`src/rtl/bram_pattern_writer.sv`:
```
// Fills every entry of the scan-out BRAM with a generated 3-bit RGB pattern, one entry per clock,
// each time a start pulse is accepted. The scroll offset advances once per completed fill.
module bram_pattern_writer #(
  parameter int ADDR_BITS   = 8,
  parameter int DATA_BITS   = 16,
  parameter int SCROLL_STEP = 1
) (
  input  logic                 CLK,
  input  logic                 rst,
  input  logic                 start,
  input  logic [1:0]           pattern_sel,
  input  logic [2:0]           solid_color,
  output logic                 w_en,
  output logic [ADDR_BITS-1:0] w_addr,
  output logic [DATA_BITS-1:0] w_data,
  output logic                 busy,
  output logic                 done,
  output logic [ADDR_BITS-1:0] frame_offset,
  output logic [1:0]           dbg_state
);

  // Write port: a BRAM entry is written on every clock where w_en=1; there is no back-pressure,
  // and w_addr/w_data carry no meaning while w_en=0.

  typedef enum logic [1:0] {
    S_IDLE  = 2'd0,
    S_WRITE = 2'd1,
    S_DONE  = 2'd2
  } state_t;

  localparam logic [ADDR_BITS-1:0] ADDR_ONE = ADDR_BITS'(1);
  localparam logic [ADDR_BITS-1:0] STEP     = ADDR_BITS'(SCROLL_STEP);

  state_t               state_q, state_d;
  logic                 w_en_q, w_en_d;
  logic [ADDR_BITS-1:0] w_addr_q, w_addr_d;
  logic [DATA_BITS-1:0] w_data_q, w_data_d;
  logic                 busy_q, busy_d;
  logic                 done_q, done_d;
  logic [ADDR_BITS-1:0] offset_q, offset_d;
  logic [1:0]           sel_q, sel_d;
  logic [2:0]           color_q, color_d;
  logic [ADDR_BITS-1:0] fill_off_q, fill_off_d;

  function automatic logic [DATA_BITS-1:0] pattern_word(
    input logic [1:0]           sel,
    input logic [2:0]           color,
    input logic [ADDR_BITS-1:0] a,
    input logic [ADDR_BITS-1:0] off
  );
    logic [ADDR_BITS-1:0] sum;
    logic [2:0]           rgb;
    sum = a + off;
    case (sel)
      2'd0:    rgb = color;
      2'd1:    rgb = a[ADDR_BITS-1 -: 3];
      2'd2:    rgb = a[3] ? 3'b111 : 3'b000;
      default: rgb = sum[ADDR_BITS-1 -: 3];
    endcase
    return {{(DATA_BITS-3){1'b0}}, rgb};
  endfunction

  always_comb begin
    state_d    = state_q;
    w_en_d     = w_en_q;
    w_addr_d   = w_addr_q;
    w_data_d   = w_data_q;
    busy_d     = busy_q;
    done_d     = 1'b0;
    offset_d   = offset_q;
    sel_d      = sel_q;
    color_d    = color_q;
    fill_off_d = fill_off_q;
    case (state_q)
      S_IDLE: begin
        if (start) begin
          // Address 0 is issued on the accepting edge, so it uses the raw inputs.
          state_d    = S_WRITE;
          sel_d      = pattern_sel;
          color_d    = solid_color;
          fill_off_d = offset_q;
          w_en_d     = 1'b1;
          busy_d     = 1'b1;
          w_addr_d   = '0;
          w_data_d   = pattern_word(pattern_sel, solid_color, '0, offset_q);
        end
      end
      S_WRITE: begin
        if (&w_addr_q) begin
          state_d = S_DONE;
          w_en_d  = 1'b0;
          busy_d  = 1'b0;
          done_d  = 1'b1;
        end else begin
          w_addr_d = w_addr_q + ADDR_ONE;
          w_data_d = pattern_word(sel_q, color_q, w_addr_q + ADDR_ONE, fill_off_q);
        end
      end
      S_DONE: begin
        state_d  = S_IDLE;
        offset_d = offset_q + STEP;
      end
      default: state_d = S_IDLE;
    endcase
  end

  always_ff @(posedge CLK) begin
    if (rst) begin
      state_q    <= S_IDLE;
      w_en_q     <= 1'b0;
      w_addr_q   <= '0;
      w_data_q   <= '0;
      busy_q     <= 1'b0;
      done_q     <= 1'b0;
      offset_q   <= '0;
      sel_q      <= '0;
      color_q    <= '0;
      fill_off_q <= '0;
    end else begin
      state_q    <= state_d;
      w_en_q     <= w_en_d;
      w_addr_q   <= w_addr_d;
      w_data_q   <= w_data_d;
      busy_q     <= busy_d;
      done_q     <= done_d;
      offset_q   <= offset_d;
      sel_q      <= sel_d;
      color_q    <= color_d;
      fill_off_q <= fill_off_d;
    end
  end

  assign w_en         = w_en_q;
  assign w_addr       = w_addr_q;
  assign w_data       = w_data_q;
  assign busy         = busy_q;
  assign done         = done_q;
  assign frame_offset = offset_q;
  assign dbg_state    = state_q;

endmodule
```
`config.mk`:
```
export PLATFORM = sky130hd
export DESIGN_NAME = bram_pattern_writer
export DESIGN_NICKNAME = d
export VERILOG_FILES = /design/src/rtl/bram_pattern_writer.sv
export SDC_FILE = /design/constraint.sdc
export NUM_CORES = 1
export LEC_CHECK = 0
export ABC_CLOCK_PERIOD_IN_PS = 3000
export CAP_MARGIN = 15
export CORE_MARGIN = 4
export CORE_UTILIZATION = 50
export CTS_CLUSTER_SIZE = 30
export DETAILED_ROUTE_END_ITERATION = 10
export GPL_TIMING_DRIVEN = 1
export PLACE_DENSITY = 0.8
export SLEW_MARGIN = 20
export SYNTH_ARGS = -nofsm -noshare
export SYNTH_HDL_FRONTEND = slang
export SYNTH_SLANG_ARGS = --single-unit
```
`constraint.sdc`:
```
create_clock -name CLK -period 3 [get_ports CLK]
set_clock_uncertainty 0.05 [all_clocks]
set_input_delay 0.9 -clock CLK [delete_from_list [all_inputs] [get_ports CLK]]
set_output_delay 0.9 -clock CLK [all_outputs]
set_load 0.03 [all_outputs]
```
==> flow_summary.yaml <==
clock_tree:
  insertion_delay_ns: 0.29
  htreeDepth: 2
  cts_tree: "yes"
  path_clk_slew_ns: 0.07
  post_cts_resize_count: 0
  max-clock-path-buffers: 2
  postCtsSetupBuffers: 0
  cts.sinks: 36
  cts_root_buf: "clkbuf_8"
  numCtsBuffers: 5
  hold_buffers: 0
worst_setup_path:
  cp-end-kind: "flop"
  crit_fanout: 7
  crit_type: "reg2reg"
  crit_required_ns: 3.15
  arrival_ns: 2.71
  cp-start-kind: "flop"
power_and_ir_drop:
  p_per_area_nw_per_um2: 418
  switching_share_pct: 28.3
  power.leakage_nw: 0.936
  netSwitchingPower_w: 0.000285
  comb_power_share_pct: 14.3
  p_int_w: 0.000723
  clkPwrFrac_pct: 35.9
  seqPwrFrac_pct: 49.8
  vdd_drop_max_mv: 0.281
yosys:
  synth_edf_count: 0
  synth_cells: 251
  ys_warn_count: 0
  avgSynthCellArea_um2: 8.11
  yosysTopAreaCellShare_pct: 35.4
  yosys_register_bits: 36
  syn-cell-area_um2: 2040
  synth-seq-area-share_pct: 35.4
  netlist-cell-type-count: 51
  ys.flop_type: "dfxtp_1"
  synth.most_common_cell: "nand2_1"
  synth_common_cells: "nand2_1, dfxtp_1, a21oi_1"
  synth_area_leaders: "dfxtp_1, nand2_1, a21oi_1"
  postSynth.asyncResetShare_pct: 0
  yosys.area.top_type: "dfxtp_1"
cells_and_area:
  post-route-util_pct: 63.4
  drive_above_1_share_pct: 7.91
  diodes: 0
  syn2layout_area_growth_pct: 18.3
  finalInstanceArea_um2: 2410
  final_nets: 294
global_routing:
  grt_pass1_wl_mm: 7.38
  track_usage_pct: 17.7
  antenna_found_initial: 0
  grt_pass1_vias: 1681
  grt_remaining_overflow: 0
  grt_max_degree: 38
floorplan:
  die-area_um2: 5160
  num_rows: 22
  start_util_pct: 53.6
  core_um2: 3800
  io_pins: 45
  die_x_um: 71.8
  die_y_um: 71.8
timing:
  setup_viol: 0
  hold_violations: 0
  timing.fmax_mhz: 391
  rsz0062_at_grt: "false"
  period_share_pct: 85.3
  fin_tns_setup_ns: 0
  maxSlewViolCount: 0
  finalCriticalPeriod_ns: 2.56
  worstMarginPinSlew_ns: 0.590
  timing.slew.headroom_pct: 60.3
routing:
  num_vias: 1754
  drt_first_pass_iters: 6
  avgRoutedWirePerCell_um: 13.3
  wirelength_mm: 4.35
  postRouteAntennaNets: 0
  drt-initial-drc-count: 159
  via_per_inst: 5.38
  drc: 0
placed_design:
  post-dp-hpwl_mm: 3.18
  place.gp.congestion: 0.837
  place_area_um2: 2310
  io_buffers: 31
outcome:
  outcome: "finished clean"
flow_run:
  cap_viol_max_count: 0
worst_hold_path:
  min_path_type: "reg2reg"
state kept, by name, summed over array words and instances (netlist names):
register,count
frame_offset,8
dbg_state,2
busy,1
color_q,3
w_data,3
done,1
w_addr,8
fill_off_q,8
sel_q,2
critical path, stage by stage, from the launching register on:
cell	delay, ns
dfxtp_1	0.45
ha_1	0.31
nand3_4	0.14
xnor2_1	0.16
ha_1	0.33
a21o_1	0.21
a21oi_1	0.14
nand2_1	0.08
xnor2_1	0.13
o221a_1	0.22
o41ai_2	0.25
kinds of logic (layout without fill, tap and decap cells):
| family | count (synthesis) | count (layout) | synth area share, % |
|---|---|---|---|
| other | 1 | 13 | 0.184 |
| AND/OR/NAND/NOR | 97 | 97 | 23.3 |
| flip-flops | 36 | 36 | 35.4 |
| AO/OA/AOI/OAI | 59 | 59 | 17.8 |
| XOR/XNOR | 16 | 16 | 7.93 |
| buffers and inverters | 31 | 46 | 8.91 |
| multiplexers | 2 | 2 | 0.983 |
| adder cells (fa/ha/maj) | 9 | 9 | 5.53 |
final cells by class:
type / count / area, um2
repair buffers: 35 / 340
flip-flops and latches: 36 / 721
clock inverters: 2 / 15.0
inverters: 3 / 11.3
clock buffers: 6 / 82.6
fillers: 349 / 1390
well taps: 48 / 60.1
multi-input cells: 196 / 1180
power groups by stage:
stage | sequential, W | clock, W | combinational [W]
2_1_floorplan | 0.000521 | 0 | 0.000101
3_3_place_gp | 0.000511 | 0 | 0.000143
3_5_place_dp | 0.000512 | 0 | 0.000143
6_report | 0.000501 | 0.000362 | 0.000144
5_1_grt | 0.000504 | 0.000394 | 0.000157
4_1_cts | 0.000501 | 0.000374 | 0.000144
metal layers:
layer	GRT usage [%]	routed length, um	up-vias
met4	7.10	58	0
met3	3.65	234	6
met5	0	0	-
met1	22.4	1990	806
li1	-	-	889
met2	29.4	2060	53
final timing paths:
check | endpoint | slack, ns | cells after the start | startpoint
setup / recovery | w_data[1] | 0.44 | 10 | w_addr[0]
hold / removal | fill_off_q[0] | 0.41 | 2 | fill_off_q[0]
setup reg to reg | w_data[1] | 0.44 | 10 | w_addr[0]
hold reg to reg | fill_off_q[0] | 0.41 | 2 | fill_off_q[0]
through the flow:
| step | instances | total power, W | setup slack, ns | hold slack (ns) |
|---|---|---|---|---|
| final | 326 | 0.00101 | 0.440 | 0.408 |
| after global routing | 326 | 0.00106 | 0.286 | 0.434 |
| after CTS | 326 | 0.00102 | 0.458 | 0.411 |
| after detailed placement | 318 | 0.000655 | 0.484 | 0.401 |
| after global placement | 318 | 0.000654 | 0.554 | 0.389 |
| after floorplan | 263 | 0.000622 | 0.421 | 0.382 |
placed cells by master, fill, tap and decap left out, types with 4 or more instances in the layout:
cell type / Yosys / layout
nand2_1: 43 / 43
dfxtp_1: 36 / 36
clkdlybuf4s50_1: 0 / 31
a21oi_1: 28 / 28
nor2_1: 19 / 19
conb_1: 1 / 13
o21ai_0: 9 / 9
ha_1: 9 / 9
xor2_1: 7 / 7
xnor2_1: 7 / 7
nand3_1: 7 / 7
a31oi_1: 6 / 6
clkbuf_8: 0 / 6
nor3_1: 4 / 4
buf_4: 14 / 4
Note: power is estimated with default switching activity, not from simulation.
